File: src/rtl/bus_latch_buffer.sv
// rtl/bus_latch_buffer.sv - latched bus buffer: LE-strobed FIFO capture, OE_n-gated output, optional parity (BUS_LATCH_BUFFER_PARITY_EN)
module bus_latch_buffer #(
    parameter int WIDTH = 10,
    parameter int DEPTH = 4,
    localparam int CW   = $clog2(DEPTH + 1)
) (
    input  logic             sysclk,
    input  logic             sys_rst,
    input  logic [WIDTH-1:0] D,
    input  logic             LE,
    input  logic             RD,
    input  logic             OE_n,
    input  logic             CLR_OVF,
    output logic [WIDTH-1:0] Y,
    output logic             EMPTY,
    output logic             FULL,
    output logic [CW-1:0]    COUNT,
    output logic             OVF
`ifdef BUS_LATCH_BUFFER_PARITY_EN
    ,
    output logic             PAR
`endif
);

    localparam int AW = $clog2(DEPTH);

    logic [WIDTH-1:0] mem [DEPTH];
    logic [AW-1:0]    wptr;
    logic [AW-1:0]    rptr;
    logic [WIDTH-1:0] hold;
    logic             push;
    logic             pop;
    logic             ovf_set;
    logic [CW-1:0]    count_next;

`ifdef BUS_LATCH_BUFFER_PARITY_EN
    logic             par_mem [DEPTH];
    logic             hold_par;
`endif

    // Push/pop qualification; a pop on full frees the slot the push reuses
    always_comb begin
        push       = LE && (!FULL || RD);
        pop        = RD && !EMPTY;
        ovf_set    = LE && FULL && !RD;
        count_next = COUNT;
        if (push && !pop) begin
            count_next = COUNT + CW'(1);
        end else if (pop && !push) begin
            count_next = COUNT - CW'(1);
        end
    end

    // Pointers, occupancy, registered flags, sticky overflow and hold word
    always_ff @(posedge sysclk) begin
        if (sys_rst) begin
            wptr  <= '0;
            rptr  <= '0;
            COUNT <= '0;
            EMPTY <= 1'b1;
            FULL  <= 1'b0;
            OVF   <= 1'b0;
            hold  <= '0;
        end else begin
            if (push) begin
                wptr <= wptr + AW'(1);
            end
            if (pop) begin
                rptr <= rptr + AW'(1);
                hold <= mem[rptr];
            end
            COUNT <= count_next;
            EMPTY <= (count_next == '0);
            FULL  <= (count_next == CW'(DEPTH));
            if (ovf_set) begin
                OVF <= 1'b1;
            end else if (CLR_OVF) begin
                OVF <= 1'b0;
            end
        end
    end

    // Storage array; contents need no reset since pointers gate visibility
    always_ff @(posedge sysclk) begin
        if (!sys_rst && push) begin
            mem[wptr] <= D;
        end
    end

    // Output mux: head word when stored, else last popped word, zero when disabled
    always_comb begin
        Y = '0;
        if (!OE_n) begin
            Y = EMPTY ? hold : mem[rptr];
        end
    end

`ifdef BUS_LATCH_BUFFER_PARITY_EN
    // Odd-parity bit follows each word through the array and the hold register
    always_ff @(posedge sysclk) begin
        if (sys_rst) begin
            hold_par <= 1'b1;
        end else begin
            if (push) begin
                par_mem[wptr] <= ~^D;
            end
            if (pop) begin
                hold_par <= par_mem[rptr];
            end
        end
    end

    // Parity of the word currently selected for Y
    always_comb begin
        PAR = 1'b0;
        if (!OE_n) begin
            PAR = EMPTY ? hold_par : par_mem[rptr];
        end
    end
`endif

endmodule

File: config.mk
export PLATFORM = sky130hd
export DESIGN_NAME = bus_latch_buffer
export DESIGN_NICKNAME = d
export VERILOG_FILES = /design/src/rtl/bus_latch_buffer.sv
export SDC_FILE = /design/constraint.sdc
export NUM_CORES = 1
export LEC_CHECK = 0
export BUFFER_PORTS_ARGS = -buffer_cell sky130_fd_sc_hd__clkbuf_2
export CAP_MARGIN = 5
export CORE_MARGIN = 2
export CORE_UTILIZATION = 45
export DETAILED_ROUTE_END_ITERATION = 16
export GPL_TIMING_DRIVEN = 0
export PLACE_DENSITY = 0.7
export SETUP_SLACK_MARGIN = 0.05
export SLEW_MARGIN = 20
export SYNTH_ARGS = -nofsm -noshare
export SYNTH_HDL_FRONTEND = slang
export SYNTH_SLANG_ARGS = --single-unit
File: constraint.sdc
create_clock -name sysclk -period 3.11 [get_ports sysclk]
set_input_delay 0.1555 -clock sysclk [delete_from_list [all_inputs] [get_ports sysclk]]
set_output_delay 0.1555 -clock sysclk [all_outputs]
set_load 0.005 [all_outputs]
# Word-level counts from Yosys, hierarchy flattened
# Memories as Yosys holds them, arrays and structs flattened. A register that Yosys moved wholly into a read port is not among the register bits.
# Cells that the tools add are included.
# word_totals
regBits	20
ram_bits	40
inputBits	16
out_inout_bits	16
elab_cells	39
n_memories	1
# op_classes
addsub	4
n_eq_ne	1
n_mux	10
reduce_logical	16
# mem_list
name	words	width	rd	rd_ports_with_merged_regs	write_ports	line	source
mem	4	10	1	1	1	27	logic [WIDTH-1:0] mem [DEPTH];
# op_table
operator	n
$mux 10	2
$logic_and 1x1->1	7
$logic_not 1->1	6
$mux 3	2
$add 2x1->2 const B	2
$mux 1	4
$mux 2	2
$add 3x1->3 const B	1
$eq 3x3->1 const B	1
$logic_not 3->1	1
$sub 3x1->3 const B	1
$reduce_bool 2->1	1
$logic_or 1x1->1	1

# Depth between registers and ports, before layout
# logic_depth
ltp_word	8
depth_mapped	6
ltp_nobuf	6

# Worst setup path after synthesis
# Ideal clock, no wire load.
# synth_path
path_kind	register -> register
startpoint	register COUNT[1]
endpoint	register EMPTY
setup_time_ns	0.128
arrival_time_ns	1.310
t_required_ns	2.982
setup_slack_ns	1.673
path_stages_with_launch	7
path_buffers	0
synth_period_minus_slack_ns	1.437
cell_sequence	dfxtp_1 -> inv_1 -> ha_1 -> nand2b_1 -> o22ai_1 -> a211oi_2 -> o31ai_2
# synth_via
elab_chain_cells	4
elab_cells_between_ends	5
classes_between	add/sub (2); mux (2); reduce/logical (1)
# synth_lines
item	line	source
from (decl)	17	output logic [CW-1:0] COUNT,
from (signal assigned)	72	COUNT <= count_next;
$sub 3x1->3	50	count_next = COUNT - CW'(1);
$mux 3	49	end else if (pop && !push) begin
$mux 3 *	47	if (push && !pop) begin
$logic_not 3->1 *	73	EMPTY <= (count_next == '0);
to (signal assigned)	73	
to (decl)	15	output logic EMPTY,
# Every way passes the cells marked *; elsewhere a longest branch is shown, timed or not.
# A chain may end at the register's enable or synchronous reset.

==> qor.yml <==
global_route:
  overflow: 0
  track_usage: 0.150
  antenna_found_initial: 0
  first_global_vias: 1437
  grt_max_degree: 11
  grt_pass1_wl_um: 6940
yosys:
  synth-compound-area-share: 0.0451
  synth.lib_cells_used.distinct: 33
  syn_nets: 213
  synth_adder_area_share: 0.0288
  synth_warnings: 0
  synth_mux_area_frac: 0.132
  synth_area_um2: 2610
  yosys.area_share.simple: 0.109
  synth_top_family_by_area: "multiplexers"
  ys_seq_elements: 62
  synth_xor_xnor_area_share: 0.0235
  avgSynthCellArea_um2: 13.7
  seq_area_frac_synth: 0.629
  synthesis.instances: 191
drt:
  wirelength_um: 4270
  drt_first_pass_iters: 4
  drc_errors: 0
  vias_per_cell: 4.91
  drtIter0Drc: 59
  routed-via-count: 1506
  routedWlPerCell_um: 13.9
  antenna_left: 0
clock_network:
  postCtsSetupRepairBufs: 0
  cts-root-buf: "clkbuf_8"
  cts-resized-gates: 0
  cts.sinks: 62
  clockBufferDepth: 2
  cts_hold_buffers: 0
  cts_buffers: 9
  cts.reportedPaths.clkPinSlew_ns: 0.06
  clkLatencyLatePin_ns: 0.33
  htree_levels: 3
  cts_tree: "built"
min_path:
  hp-class: "in2reg"
sta:
  skew_ns: 0.00836
  tns_ns: 0
  finalHoldViolations: 0
  slew_violations: 0
  rsz0062_at_grt: "false"
  setup-violations-final: 0
  timing.final.crit_period_ns: 1.94
  worst_pin_slew_ns: 0.511
  max_freq_mhz: 515
  whs_ns: 0.0446
  fin_crit_sh: 0.624
  finalWorstSetupSlack_ns: 1.17
  max_slew_margin: 0.659
placed_design:
  pre_cts_ws_ns: 1.49
  dp_hpwl_um: 3010
  port_buffers: 29
  place_congestion: 0.716
critical_path:
  required_ns: 2.95
  max_stage_delay_ns: 0.58
  cp-end-kind: "primary output"
  arrival_ns: 1.79
  worst-setup-path-type: "reg2out"
  crit_chain: "buf_4, mux4_2, mux2i_1, nor2_1, clkbuf_2"
  crit_buf_inv: 2
  path_delay_family: "multiplexers"
  crit_fanout: 10
  critPathLaunchType: "flip-flop"
  cp_slowest_cell: "mux4_2"
power_and_ir_drop:
  p_int_w: 0.00148
  p_leak_nw: 1.15
  power_frac_comb: 0.180
  power.share.switching: 0.253
  p_clk_frac: 0.336
  vdd_drop_max_v: 0.000417
  p_sw_w: 0.000501
  p_seq_frac: 0.484
  power.density_nw_per_um2: 653
floorplan:
  die_x_um: 80.2
  dieArea_um2: 6420
  initial_utilization: 0.471
  num_io_pins: 32
  die_h_um: 80.2
  core_area_um2: 5540
  floorplan.rows: 27
run:
  maxCapViolCount: 0
run_status:
  run_status: "finished, final reports clean"
finish:
  num_antenna_cells: 0
  drive_gt1_frac: 0.277
  syn2layout_area_growth_pct: 16.2
  num-nets-final: 253
## Yosys cell counts, drive strengths merged
library cell  number  share of area
nor4               1         0.0048
buf                7          0.016
nor2              18          0.026
o21ai              1         0.0019
and2               6          0.014
nand3b             1         0.0029
nand2             22          0.032
o31ai              1         0.0048
clkbuf             4         0.0062
a211oi             1         0.0048
o2bb2ai            1         0.0034
a21oi             12          0.023
nand2b             6          0.017
inv                7          0.010
nand4bb            1         0.0043
mux4              10          0.086
xor2               2         0.0067
xnor2              5          0.017
dfxtp             22           0.17
ha                 6          0.029
mux2i             12          0.046
nor2b              1         0.0024
nand4              1         0.0024
and2b              1         0.0029
o211ai             1         0.0048
o22ai              1         0.0024
edfxtp            40           0.46
## path summary, 6_finish.rpt
kind	from	to	slack (ns)	cells after the start
worst max register to register	COUNT[1]	EMPTY	1.50	6
worst max-delay path	flip-flop	Y[6]	1.17	5
worst min-delay path	D[2]	mem[2][2]	0.04	1
worst min register to register	hold[9]	hold[9]	0.46	2
## final cells by class
class / count / area [um2]
Sequential cell: 62 / 1640
Fill cell: 486 / 2510
Clock inverter: 5 / 50.0
Tap cell: 72 / 90.1
Timing Repair Buffer: 29 / 145
Clock buffer: 10 / 138
Multi-Input combinational cell: 111 / 883
Buffer: 11 / 58.8
Inverter: 7 / 26.3
## worst reg2reg max path, delay by kind of cell (launching register included)
family | cells | cell delay, ns
compound gates | 3 | 0.57
simple gates | 1 | 0.14
buf+inv | 1 | 0.07
flops | 1 | 0.43
fa+ha+maj | 1 | 0.30
## state kept, by name (all words and copies together), names as in the netlist, named ones only
name / cells
EMPTY: 1
COUNT: 3
mem: 40
OVF: 1
rptr: 2
wptr: 2
hold: 10
FULL: 1
## cell families (layout without fill, tap and decap cells)
kind of cell / after synthesis / count (layout)
flip-flops: 62 / 62
AND/OR/NAND/NOR: 58 / 58
AO/OA/AOI/OAI: 18 / 18
XOR/XNOR: 7 / 7
adder cells (fa/ha/maj): 6 / 6
multiplexers: 22 / 22
buffers and inverters: 18 / 62
## per-layer routing
metal  global-route usage  vias to the layer above  share of wire
li1                     -                      756              -
met1                0.190                      700           0.44
met2                0.236                       40           0.48
met3               0.0360                       10          0.052
met4               0.0864                        0          0.023
met5                    0                        -              0
## metrics by stage
| step | std cells | instance area [um2] | total power [W] | util |
|---|---|---|---|---|
| 2_1_floorplan | 191 | 2610 | 0.00123 | - |
| 3_3_place_gp | 292 | 2850 | 0.00133 | 0.514 |
| 3_5_place_dp | 292 | 2850 | 0.00133 | 0.514 |
| 4_1_cts | 307 | 3030 | 0.00200 | 0.547 |
| 5_1_grt | 307 | 3030 | 0.00208 | 0.547 |
| 6_report | 307 | 3030 | 0.00198 | 0.547 |
## power by group through the flow
| stage | clock, W | combinational [W] | sequential, W |
|---|---|---|---|
| 4_1_cts | 0.000678 | 0.000361 | 0.000958 |
| 3_5_place_dp | 0 | 0.000359 | 0.000975 |
| 2_1_floorplan | 0 | 0.000264 | 0.000971 |
| 5_1_grt | 0.000715 | 0.000401 | 0.000963 |
| 6_report | 0.000666 | 0.000356 | 0.000957 |
| 3_3_place_gp | 0 | 0.000354 | 0.000973 |
## layout by cell type, fill, tap and decap left out, drive strengths merged, types with 2 or more instances in the layout
| cell type | count |
|---|---|
| clkbuf | 43 |
| edfxtp | 40 |
| dfxtp | 22 |
| nand2 | 22 |
| nor2 | 18 |
| mux2i | 12 |
| a21oi | 12 |
| mux4 | 10 |
| inv | 7 |
| buf | 7 |
| and2 | 6 |
| ha | 6 |
| nand2b | 6 |
| xnor2 | 5 |
| clkinv | 3 |
| xor2 | 2 |
No activity file was read; power rests on OpenSTA's default activity.
